`src/rtl/cpu_mem_bridge.sv`:
```
`default_nettype none
// ============================================================================
// Module   : cpu_mem_bridge
// Purpose  : Bridges a level-held core memory port onto a valid/ready,
//            split-response memory bus with timeout and error reporting.
// Revision : 1.0 - initial release
// ============================================================================
module cpu_mem_bridge #(
  parameter int unsigned TIMEOUT_CYCLES = 1024,
  parameter logic [31:0] ERR_RDATA      = 32'hDEADBEEF
) (
  input  logic        clk,
  input  logic        rst_n,
  input  logic [31:0] mem_addr,
  input  logic        mem_read,
  input  logic        mem_write,
  input  logic [3:0]  mem_wmask,
  input  logic [31:0] mem_wdata,
  output logic [31:0] mem_rdata,
  output logic        mem_resp,
  output logic        req_valid,
  input  logic        req_ready,
  output logic [31:0] req_addr,
  output logic        req_we,
  output logic [3:0]  req_wmask,
  output logic [31:0] req_wdata,
  input  logic        rsp_valid,
  input  logic [31:0] rsp_rdata,
  output logic        err,
  output logic [1:0]  err_code
);

  localparam logic [1:0] c_s_idle = 2'd0;
  localparam logic [1:0] c_s_req  = 2'd1;
  localparam logic [1:0] c_s_wait = 2'd2;
  localparam logic [1:0] c_s_resp = 2'd3;

  localparam int unsigned      c_cnt_w   = (TIMEOUT_CYCLES > 1) ? $clog2(TIMEOUT_CYCLES) : 1;
  localparam logic [c_cnt_w-1:0] c_cnt_max = c_cnt_w'(TIMEOUT_CYCLES - 1);

  logic [1:0]         r_state;
  logic [c_cnt_w-1:0] r_cnt;
  logic [31:0]        r_addr;
  logic               r_we;
  logic [3:0]         r_wmask;
  logic [31:0]        r_wdata;
  logic [31:0]        r_rdata;
  logic               r_err;
  logic [1:0]         r_err_code;

  logic       w_cnt_done;
  logic       w_tmo;
  logic       w_both;
  logic       w_spur;
  logic [1:0] w_err_code;
  logic       w_unused;

  // Byte offset is dropped: the downstream bus is word addressed.
  assign w_unused = ^mem_addr[1:0];

  assign w_cnt_done = (r_cnt == c_cnt_max);
  assign w_tmo  = w_cnt_done && (((r_state == c_s_req)  && !req_ready) ||
                                 ((r_state == c_s_wait) && !rsp_valid));
  assign w_both = (r_state == c_s_idle) && mem_read && mem_write;
  assign w_spur = rsp_valid && (r_state != c_s_wait);

  always_comb begin
    w_err_code = 2'b00;
    if (w_tmo)       w_err_code = 2'b01;
    else if (w_both) w_err_code = 2'b10;
    else if (w_spur) w_err_code = 2'b11;
  end

  always_ff @(posedge clk or negedge rst_n) begin
    if (!rst_n) begin
      r_state    <= c_s_idle;
      r_cnt      <= '0;
      r_addr     <= '0;
      r_we       <= 1'b0;
      r_wmask    <= '0;
      r_wdata    <= '0;
      r_rdata    <= '0;
      r_err      <= 1'b0;
      r_err_code <= 2'b00;
    end else begin
      // Only the first error is recorded; later ones are absorbed.
      if (!r_err && (w_err_code != 2'b00)) begin
        r_err      <= 1'b1;
        r_err_code <= w_err_code;
      end

      case (r_state)
        c_s_idle: begin
          if (mem_read || mem_write) begin
            r_addr  <= {mem_addr[31:2], 2'b00};
            r_we    <= mem_write;
            r_wmask <= mem_write ? mem_wmask : 4'b0000;
            r_wdata <= mem_wdata;
            r_cnt   <= '0;
            r_state <= c_s_req;
          end
        end
        c_s_req: begin
          if (!w_cnt_done) r_cnt <= r_cnt + 1'b1;
          if (req_ready) begin
            r_state <= c_s_wait;
          end else if (w_cnt_done) begin
            r_rdata <= r_we ? 32'h0 : ERR_RDATA;
            r_state <= c_s_resp;
          end
        end
        c_s_wait: begin
          if (!w_cnt_done) r_cnt <= r_cnt + 1'b1;
          if (rsp_valid) begin
            r_rdata <= r_we ? 32'h0 : rsp_rdata;
            r_state <= c_s_resp;
          end else if (w_cnt_done) begin
            r_rdata <= r_we ? 32'h0 : ERR_RDATA;
            r_state <= c_s_resp;
          end
        end
        default: r_state <= c_s_idle;
      endcase
    end
  end

  assign req_valid = (r_state == c_s_req);
  assign mem_resp  = (r_state == c_s_resp);
  assign mem_rdata = r_rdata;
  assign req_addr  = r_addr;
  assign req_we    = r_we;
  assign req_wmask = r_wmask;
  assign req_wdata = r_wdata;
  assign err       = r_err;
  assign err_code  = r_err_code;

endmodule
`default_nettype wire

```
`config.mk`:
```
export PLATFORM = sky130hd
export DESIGN_NAME = cpu_mem_bridge
export DESIGN_NICKNAME = d
export VERILOG_FILES = /design/src/rtl/cpu_mem_bridge.sv
export SDC_FILE = /design/constraint.sdc
export NUM_CORES = 1
export LEC_CHECK = 0
export BUFFER_PORTS_ARGS = -buffer_cell sky130_fd_sc_hd__clkbuf_2
export CORE_MARGIN = 5
export CORE_UTILIZATION = 25
export CTS_CLUSTER_DIAMETER = 200
export CTS_CLUSTER_SIZE = 20
export DETAILED_ROUTE_END_ITERATION = 10
export HOLD_SLACK_MARGIN = 0.12
export MAX_ROUTING_LAYER = met4
export PLACE_DENSITY = 0.51
export SETUP_SLACK_MARGIN = 0.15
export SLEW_MARGIN = 20
export SYNTH_ARGS = -nofsm -noshare
export SYNTH_HDL_FRONTEND = slang
export SYNTH_SLANG_ARGS = --single-unit
```
`constraint.sdc`:
```
create_clock -name clk -period 1.77 [get_ports clk]
set_clock_uncertainty 0.05 [all_clocks]
set_input_delay 0.4425 -clock clk [delete_from_list [all_inputs] [get_ports clk]]
set_output_delay 0.4425 -clock clk [all_outputs]
set_load 0.05 [all_outputs]
```
==> impl_metrics.py, run 1 <==
metrics = {
    "logic_synthesis": {
        "multiplexer_share_of_the_synthesized_area": 0.2125,
        "synth_xor_area_frac": 0,
        "postSynth.topFlopCell": "dfrtp_1",
        "synth_simple_gate_area_share": 0.09223,
        "synthesis.area_per_instance_um2": 13.27,
        "dominant_combinational_cell_family_by_area_after_synthesis": "multiplexers",
        "synth_enable_flop_cells": 0,
        "yosys-top-cells-count": "114 x dfrtp_1, 66 x mux2_2, 52 x nor2_1",
        "seq_area_frac_synth": 0.5809,
        "synthAdderAreaFrac": 0.01529,
        "yosysMostFrequentCell": "dfrtp_1",
        "gate_count_of_the_mapped_netlist": 370,
        "synth_largest_area_cell": "dfrtp_1",
        "ys_types": 44,
        "netlist.area_leader.share": 0.5809,
        "ys.warnings.count": 0,
        "synth_compound_gate_area_share": 0.06726,
        "ys_seq_elements": 114,
        "post_synthesis_cell_area_um2": 4911,
        "biggest_area_contributors_in_the_synthesized_netlist": "dfrtp_1 58%, mux2_2 15%, mux2_4 6.1%, nor2_1 4.0%, a22o_1 2.1%",
        "postSynth.asyncResetShare": 1.000,
    },
    "critical_path": {
        "cp-start-kind": "register",
        "worst-path-stages": 7,
        "critical_path_class": "reg -> reg",
        "critPathTopFamily": "simple AND/OR/NAND/NOR gates",
        "cp_launch_point": "r_cnt[1]",
        "crit_required_ns": 2.01,
        "timing.critical_path.to": "mem_rdata[2]",
        "crit_arrival_ns": 2.17,
        "cp_slowest_stage_delay_ns": 0.35,
        "timing.critical_path.to_type": "register",
        "path_buf_inv": 2,
        "crit_path_max_fo": 8,
        "cp_cell_sequence": "ha_2 -> and4_4 -> and3_4 -> o221a_4 -> buf_12 -> buf_16 -> mux2_4",
        "worst-r2r-cell-count": 7,
        "critical_path.reg2reg.endpoint": "mem_rdata[2]",
        "rr_startpoint": "r_cnt[1]",
        "cpMaxStageDelayCell": "dfrtp_1",
        "r2r_slack_ns": -0.16,
    },
    "layout": {
        "drive_above_1_share": 0.6571,
        "layout.core_utilization": 0.4271,
        "multi_input_comb_area_um2": 2416,
        "flow.area_growth_from_synthesis_pct": 68.71,
        "regArea_um2": 2855,
        "filler_cell_count": 1875,
        "layout.nets": 764,
    },
    "global_route": {
        "global_route.usage.total": 0.1330,
        "grt_start_max_net_pins": 60,
        "global_route_wire_length_before_repair_um": 22830,
        "grt_antenna_before_repair": 1,
        "first_global_vias": 4370,
        "grt_overflow_total": 0,
    },
    "die": {
        "floorplan.core_area_um2": 19400,
        "placement_row_count": 51,
        "die_width_um": 150.2,
        "die_area_um2": 22550,
        "initial_utilization": 0.2532,
        "height_of_the_chip_um": 150.2,
        "pin_count": 212,
    },
    "timing": {
        "setup_ws_ns": -0.1574,
        "clock.fmax_mhz": 518.8,
        "finalCritPeriodShare": 1.089,
        "hold_viol_final": 0,
        "rsz0062_at_grt": "true",
        "min_period_ns": 1.927,
        "final-max-slew-violation-count": 0,
        "hold_slack_ns": 0.2071,
        "setup_violations": 34,
    },
    "worst_hold_path": {
        "worstHoldPathType": "in -> reg",
        "timing.hold.worst_path_depth": 2,
    },
    "clock_tree": {
        "cts_tree": "done",
        "clock_insertion_delay_worst_skew_ns": 0.41,
        "path_clk_slew_ns": 0.05,
        "clkSinkCount": 114,
        "cts-buffers-inserted": 17,
        "ctsRootBufferMaster": "clkbuf_16",
        "maximum_clock_insertion_buffer_count": 2,
        "cts_max_level": 4,
    },
    "power": {
        "static-leakage-power_nw": 4.154,
        "vdd_ir_drop_max_mv": 1.246,
        "post-layout-total-power_mw": 19.56,
        "powerDensity_nw_per_um2": 2361,
    },
    "placement": {
        "gp_congestion": 0.7705,
        "place.port_buffers": 207,
        "dpl.hpwl_um": 10050,
    },
    "route": {
        "residual_antenna_violating_net_count_after_detailed_routing": 0,
        "routed_via_count": 4031,
        "detail_route.wl_per_cell_um": 16.40,
        "dr.pass1.iters": 4,
        "first_iter_violations": 79,
        "via_to_cell_ratio": 4.330,
        "post-route-drc-count": 0,
        "drt-total-wl_um": 15270,
    },
    "run_status": {
        "violations_in_the_final_reports": "negative setup slack",
        "status": "finished, violations left",
    },
    "job": {
        "timing.max_cap.violations": 0,
    },
}
[sequential cells by signal (all words and copies together) (netlist names)]
name       cells
mem_rdata     32
req_wdata     32
req_addr      30
r_cnt         10
req_wmask      4
err_code       2
r_state        2
err            1
req_we         1
[through the flow]
step | setup WS, ns | std cells | cell area [um^2] | setup TNS [ns]
2_1_floorplan | -0.06394 | 371 | 4992 | -1.279
3_3_place_gp | -0.08110 | 859 | 6541 | -0.6189
3_5_place_dp | -0.08991 | 859 | 6541 | -1.422
4_1_cts | -0.1255 | 922 | 8010 | -2.218
5_1_grt | -0.2257 | 931 | 8285 | -6.258
6_report | -0.1574 | 931 | 8285 | -3.332
[area by class of cell]
class	count	area share
sequential	114	0.3446
multi-input combinational	234	0.2916
timing repair buffer	282	0.2493
clock buffer	22	0.05361
tap	265	0.04002
clock inverter	10	0.01918
inverter	3	0.001359
antenna	1	0.0003020
[layer usage]
metal / vias to the layer above / track usage / part of all wire / wire, um
li1: 1879 / - / - / -
met2: 125 / 0.2280 / 0.53 / 8037
met5: - / - / 0 / 0
met1: 2014 / 0.1504 / 0.40 / 6121
met4: 0 / 0.04300 / 0.011 / 162
met3: 13 / 0.03793 / 0.062 / 947
[cells in the final DEF, fill, tap and decap left out, types with 5 or more instances in the layout]
| cell | count |
|---|---|
| clkbuf_16 | 18 |
| nand2_1 | 11 |
| a21oi_1 | 6 |
| mux2_4 | 86 |
| buf_12 | 11 |
| buf_4 | 34 |
| nor2_1 | 50 |
| dfrtp_1 | 112 |
| a22o_1 | 12 |
| buf_6 | 20 |
| clkbuf_2 | 200 |
| clkbuf_1 | 5 |
| buf_16 | 10 |
[repair_timing]
item	CTS	global route
setup buffers	19	8
resized for setup	106	50
hold buffers	1	0
endpoints found under the setup margin	112	118
gates cloned	11	0
endpoints found under the hold margin	114	0
pin swaps	19	10
[worst register-to-register path: stages, from the launching register on]
cell     delay (ns)
dfrtp_1        0.35
ha_2           0.19
and4_4         0.22
and3_4         0.18
o221a_4        0.27
buf_12         0.13
buf_16         0.13
mux2_4         0.30
[kinds of logic (layout without fill, tap and decap cells)]
logic type | Yosys count | count (layout)
AO/OA/AOI/OAI | 45 | 45
multiplexers | 86 | 86
buffers and inverters | 24 | 317
flip-flops | 114 | 114
other | 1 | 3
adder cells (fa/ha/maj) | 6 | 6
AND/OR/NAND/NOR | 94 | 95
[how the worst min path moves through the flow]
stage                        from             to  slack (ns)
CTS                 rsp_rdata[24]  mem_rdata[24]        0.18
finish              rsp_rdata[20]  mem_rdata[20]        0.21
global placement            rst_n  mem_rdata[23]        0.42
global route        mem_wdata[20]  req_wdata[20]        0.20
detailed placement          rst_n  mem_rdata[23]        0.43
floorplan                   rst_n            err         0.1
[power breakdown]
part           total, mW  internal, mW  switching, mW
clock network       3.52          2.35           1.17
logic               11.5          4.56           6.90
registers           4.58          3.84          0.740
(Power assumes the default switching activity.)
==> run 2, diff against run 1 <==
==> constraint.sdc (replaced) <==
create_clock -name clk -period 1.55 [get_ports clk]
set_clock_uncertainty 0.05 [all_clocks]
set_input_delay 0.3875 -clock clk [delete_from_list [all_inputs] [get_ports clk]]
set_output_delay 0.3875 -clock clk [all_outputs]
set_load 0.05 [all_outputs]
==> run 2 against run 1 <==
The run still ends with negative setup slack left. Global-route usage up 0.86 points. Highest routed layer unchanged. Via count increased by 7.4%. Combinational power up 46%. Clock power increased by 5%. Worst hold slack got worse by 0.061 ns. Critical path type unchanged. Design area increased by 18%. Wire length rose by 8.9%.
==> impl_metrics.py, run 2 (synthesis results as in run 1) <==
metrics = {
    "die": {
        "placement_row_count": 51,
        "floorplan.core_area_um2": 19400,
        "die_area_um2": 22550,
        "die_width_um": 150.2,
        "initial_utilization": 0.2532,
        "pin_count": 212,
        "height_of_the_chip_um": 150.2,
    },
    "timing": {
        "min_period_ns": 1.859,
        "finalCritPeriodShare": 1.199,
        "hold_slack_ns": 0.1463,
        "setup_ws_ns": -0.3092,
        "final-max-slew-violation-count": 0,
        "setup_violations": 115,
        "clock.fmax_mhz": 537.9,
        "rsz0062_at_grt": "true",
        "hold_viol_final": 0,
    },
    "global_route": {
        "grt_start_max_net_pins": 39,
        "first_global_vias": 4722,
        "grt_overflow_total": 0,
        "grt_antenna_before_repair": 1,
        "global_route.usage.total": 0.1416,
        "global_route_wire_length_before_repair_um": 24500,
    },
    "route": {
        "detail_route.wl_per_cell_um": 16.56,
        "residual_antenna_violating_net_count_after_detailed_routing": 0,
        "first_iter_violations": 95,
        "post-route-drc-count": 0,
        "via_to_cell_ratio": 4.312,
        "routed_via_count": 4329,
        "dr.pass1.iters": 4,
        "drt-total-wl_um": 16620,
    },
    "clock_tree": {
        "path_clk_slew_ns": 0.06,
        "cts-buffers-inserted": 17,
        "cts_max_level": 4,
        "maximum_clock_insertion_buffer_count": 2,
        "cts_tree": "done",
        "ctsRootBufferMaster": "clkbuf_16",
        "clkSinkCount": 114,
        "clock_insertion_delay_worst_skew_ns": 0.41,
    },
    "worst_hold_path": {
        "worstHoldPathType": "in -> reg",
    },
    "critical_path": {
        "crit_required_ns": 1.79,
        "crit_arrival_ns": 2.10,
        "crit_path_max_fo": 7,
        "critical_path_class": "reg -> reg",
        "cp-start-kind": "register",
        "timing.critical_path.to_type": "register",
    },
    "run_status": {
        "violations_in_the_final_reports": "negative setup slack",
        "status": "finished, violations left",
    },
    "placement": {
        "gp_congestion": 0.7790,
        "place.port_buffers": 207,
        "dpl.hpwl_um": 10390,
    },
    "power": {
        "vdd_ir_drop_max_mv": 1.270,
        "powerDensity_nw_per_um2": 2685,
        "static-leakage-power_nw": 4.820,
    },
    "job": {
        "timing.max_cap.violations": 0,
    },
    "layout": {
        "mostFrequentLayoutCells": "111 x dfrtp_1, 110 x buf_4, 102 x buf_8, 102 x clkbuf_2, 86 x mux2_4",
        "layout.nets": 838,
        "flow.area_growth_from_synthesis_pct": 98.93,
        "final_common_cell": "dfrtp_1",
        "layout.core_utilization": 0.5036,
        "drive_above_1_share": 0.6965,
    },
}
==> run 2: cell count changes in the layout (fill, tap and decap cells not counted), moves of 3 or more <==
cell	delta
o21ai_0	+4
o21ai_1	-3
clkbuf_16	+8
buf_16	-5
buf_4	+76
clkbuf_2	-98
bufinv_16	-3
buf_8	+100
clkbuf_1	-5
clkinvlp_4	+3
==> run 2: critical path, cell delays in order (launching register included) <==
cell     delay [ns]
dfrtp_1        0.36
ha_2           0.19
and4_4         0.21
and3_4         0.19
o221a_4        0.28
buf_8          0.16
mux2_4         0.30
==> run 2: what timing repair did <==
action | 4_1_cts | 5_1_grt
resized for setup | 257 | 119
setup endpoints to repair | 217 | 218
hold buffers | 1 | 0
pin swaps | 11 | 15
gates cloned | 3 | 7
endpoints found under the hold margin | 114 | 0
buffers inserted | 58 | 27
==> run 2: stage by stage <==
step / total power, mW / area, um^2 / cells / setup slack, ns / TNS [ns]
3_3_place_gp: 16.48 / 6955 / 876 / -0.2882 / -16.80
6_report: 26.24 / 9769 / 1004 / -0.3092 / -22.91
3_5_place_dp: 16.63 / 6955 / 876 / -0.3307 / -17.88
4_1_cts: 24.34 / 9199 / 969 / -0.3161 / -15.60
5_1_grt: 27.30 / 9769 / 1004 / -0.3669 / -28.77
2_1_floorplan: 13.80 / 5301 / 371 / -0.2839 / -8.307
==> run 2: worst paths after layout <==
check | start | endpoint | slack, ns | depth (start not counted)
max | r_cnt[0] | mem_rdata[30] | -0.31 | 6
min | rsp_rdata[4] | mem_rdata[4] | 0.15 | 2
max reg2reg | r_cnt[0] | mem_rdata[30] | -0.31 | 6
min reg2reg | mem_rdata[12] | mem_rdata[12] | 0.50 | 1
max in group asynchronous | rst_n | mem_rdata[18] | 0.61 | 3
min in group asynchronous | rst_n | mem_rdata[11] | 0.31 | 2
==> run 2: area by class of cell <==
cell class / count / area, um^2
diodes: 1 / 2.502
clock buffers: 19 / 452.9
clock inverters: 12 / 108.9
fillers: 1655 / 9629
inverters: 3 / 13.76
multi-input cells: 233 / 2369
flip-flops and latches: 114 / 2856
well taps: 265 / 331.6
repair buffers: 357 / 3635
==> run 2: report_power, final <==
group / switching [mW] / internal (mW) / total, mW
clock: 1.44 / 2.28 / 3.71
combinational: 8.11 / 8.70 / 16.8
sequential: 1.32 / 4.39 / 5.71
==> run 2: metal layers <==
| metal | vias to the layer above | routed length (um) | GRT usage |
|---|---|---|---|
| li1 | 2027 | - | - |
| met1 | 2151 | 6667 | 0.1629 |
| met2 | 138 | 8753 | 0.2440 |
| met3 | 13 | 1060 | 0.04124 |
| met4 | 0 | 142 | 0.03522 |
| met5 | - | 0 | - |
==> run 3, diff against run 2 <==
==> constraint.sdc (replaced) <==
create_clock -name clk -period 1.55 [get_ports clk]
set_clock_uncertainty 0.05 [all_clocks]
set_input_delay 0.3875 -clock clk [delete_from_list [all_inputs] [get_ports clk]]
set_output_delay 0.3875 -clock clk [all_outputs]
set_load 0.01 [all_outputs]
==> run 3 against run 2 <==
The flow still finishes with violations (negative setup slack). Critical path type unchanged. Wire length is 5.6% lower. Sequential power fell by 9.3%. Clock power increased by 14%. Core utilization is 5.3 points lower. Global-route usage decreased by 0.67 points. Fmax shrank 3.4%. Largest power group unchanged. Flip-flop and latch count did not move. Clock-buffer cell count fell by 1. Via count shrank 2.0%. Worst setup slack worse by 0.065 ns.
==> impl_metrics.py, run 3 (synthesis results as in run 1) <==
metrics = {
    "run_status": {
        "status": "finished, violations left",
        "violations_in_the_final_reports": "negative setup slack",
    },
    "critical_path": {
        "cp_slowest_stage_delay_ns": 0.39,
        "critical-path-top-cell-by-count": "buf_6",
        "crit_path_max_fo": 8,
        "cpMaxStageDelayCell": "dfrtp_1",
        "worst-r2r-cell-count": 7,
        "crit_required_ns": 1.79,
        "critical_path_class": "reg -> reg",
        "timing.critical_path.to_type": "register",
        "cp_cell_sequence": "buf_4 -> buf_6 -> ha_4 -> buf_6 -> o221a_4 -> clkbuf_16 -> mux2_4",
        "crit_arrival_ns": 2.16,
        "cp-start-kind": "register",
    },
    "clock_tree": {
        "clkSinkCount": 114,
        "cts_tree": "done",
        "cts_max_level": 4,
        "maximum_clock_insertion_buffer_count": 2,
        "cts-buffers-inserted": 17,
        "ctsRootBufferMaster": "clkbuf_16",
        "clock_insertion_delay_worst_skew_ns": 0.41,
        "path_clk_slew_ns": 0.06,
    },
    "layout": {
        "antenna-diode-count": 0,
        "layout.nets": 814,
        "post_route_design_area_um2": 8737,
        "filler_cell_count": 1768,
        "fin_cells": 980,
        "mostFrequentLayoutCells": "167 x clkbuf_2, 112 x dfrtp_1, 86 x mux2_4, 83 x buf_4, 50 x nor2_1",
        "flow.area_growth_from_synthesis_pct": 77.91,
        "drive_above_1_share": 0.6979,
        "final_common_cell": "clkbuf_2",
        "layout.core_utilization": 0.4504,
    },
    "worst_hold_path": {
        "timing.hold.worst_path_depth": 2,
        "worstHoldPathType": "in -> reg",
    },
    "placement": {
        "place.port_buffers": 207,
        "placedInstanceArea_um2": 6879,
        "placedCellCount": 871,
        "dpl.hpwl_um": 10510,
        "gp_congestion": 0.7851,
    },
    "die": {
        "initial_utilization": 0.2532,
        "height_of_the_chip_um": 150.2,
        "die_area_um2": 22550,
        "die_width_um": 150.2,
        "placement_row_count": 51,
        "floorplan.core_area_um2": 19400,
        "pin_count": 212,
    },
    "power": {
        "power_frac_clock": 0.222,
        "power_report.internal_total_mw": 13.09,
        "powerDensity_nw_per_um2": 2188,
        "p_sw_mw": 6.028,
        "static-leakage-power_nw": 4.439,
        "swShare": 0.3153,
        "pwr-share-seq": 0.271,
        "vdd_ir_drop_max_mv": 0.8115,
        "comb_power_share": 0.507,
    },
    "timing": {
        "hold_viol_final": 0,
        "hold_slack_ns": 0.1487,
        "clock.fmax_mhz": 519.6,
        "setup_violations": 110,
        "min_period_ns": 1.924,
        "finalCritPeriodShare": 1.242,
        "rsz0062_at_grt": "true",
        "setup_ws_ns": -0.3744,
        "final-max-slew-violation-count": 0,
    },
    "route": {
        "residual_antenna_violating_net_count_after_detailed_routing": 0,
        "dr.pass1.iters": 4,
        "post-route-drc-count": 0,
        "first_iter_violations": 119,
        "via_to_cell_ratio": 4.331,
        "routed_via_count": 4244,
        "detail_route.wl_per_cell_um": 16.02,
        "drt-total-wl_um": 15700,
    },
    "global_route": {
        "global_route_wire_length_before_repair_um": 23050,
        "grt_overflow_total": 0,
        "first_global_vias": 4451,
        "grt_start_max_net_pins": 51,
        "grt_antenna_before_repair": 0,
        "global_route.usage.total": 0.1349,
    },
    "job": {
        "timing.max_cap.violations": 0,
    },
}
[run 3: power groups by stage]
stage / sequential, mW / combinational, mW / clock, mW
6_report: 5.18 / 9.69 / 4.24
5_1_grt: 5.34 / 10.3 / 4.51
4_1_cts: 5.21 / 8.43 / 4.38
3_5_place_dp: 5.27 / 7.06 / 0
3_3_place_gp: 5.22 / 6.93 / 0
2_1_floorplan: 5.76 / 3.86 / 0
[run 3: area by class of cell]
class | count | area [um^2] | area share
timing repair buffer | 332 | 2461 | 0.2817
clock inverter | 14 | 211.5 | 0.02420
inverter | 3 | 11.26 | 0.001289
multi-input combinational | 234 | 2437 | 0.2790
sequential | 114 | 2855 | 0.3268
tap | 265 | 331.6 | 0.03795
clock buffer | 18 | 429.2 | 0.04912
[run 3: worst paths after layout]
| kind | start | end | slack, ns |
|---|---|---|---|
| max in group asynchronous | rst_n | req_addr[18] | 0.69 |
| min in group asynchronous | rst_n | mem_rdata[24] | 0.47 |
| min | mem_wmask[3] | req_wmask[3] | 0.15 |
| min reg2reg | req_addr[25] | req_addr[25] | 0.46 |
| max | r_state[0] | mem_rdata[21] | -0.37 |
| max reg2reg | r_state[0] | mem_rdata[21] | -0.37 |
[run 3: per-layer routing]
metal	routed length, um	vias up	GRT usage
met5	0	-	-
met4	332	0	0.05215
met3	1078	23	0.04064
met2	7907	147	0.2239
met1	6381	2088	0.1537
li1	-	1986	-
[run 3: worst max-delay path, delay by kind of cell (launching register included)]
kind / cells / cell delay [ns]
buffers and inverters: 4 / 0.57
DFF: 1 / 0.39
AOI/OAI and AO/OA: 1 / 0.33
muxes: 1 / 0.29
adders and majority gates: 1 / 0.17
[run 3: metrics by stage]
step	setup TNS [ns]	setup WS [ns]	power (mW)
after global placement	-13.72	-0.2641	12.15
after detailed placement	-16.73	-0.3297	12.33
after global routing	-24.17	-0.4285	20.15
after floorplan	-8.181	-0.2839	9.627
after CTS	-17.40	-0.2988	18.02
final	-18.12	-0.3744	19.12
[run 3: what timing repair did]
| action | 4_1_cts | 5_1_grt |
|---|---|---|
| hold buffers | 1 | 0 |
| hold endpoints to repair | 114 | 0 |
| pin swaps | 9 | 31 |
| cloned | 6 | 3 |
| gates resized for setup | 47 | 101 |
| endpoints found under the setup margin | 124 | 169 |
| buffers inserted | 20 | 47 |
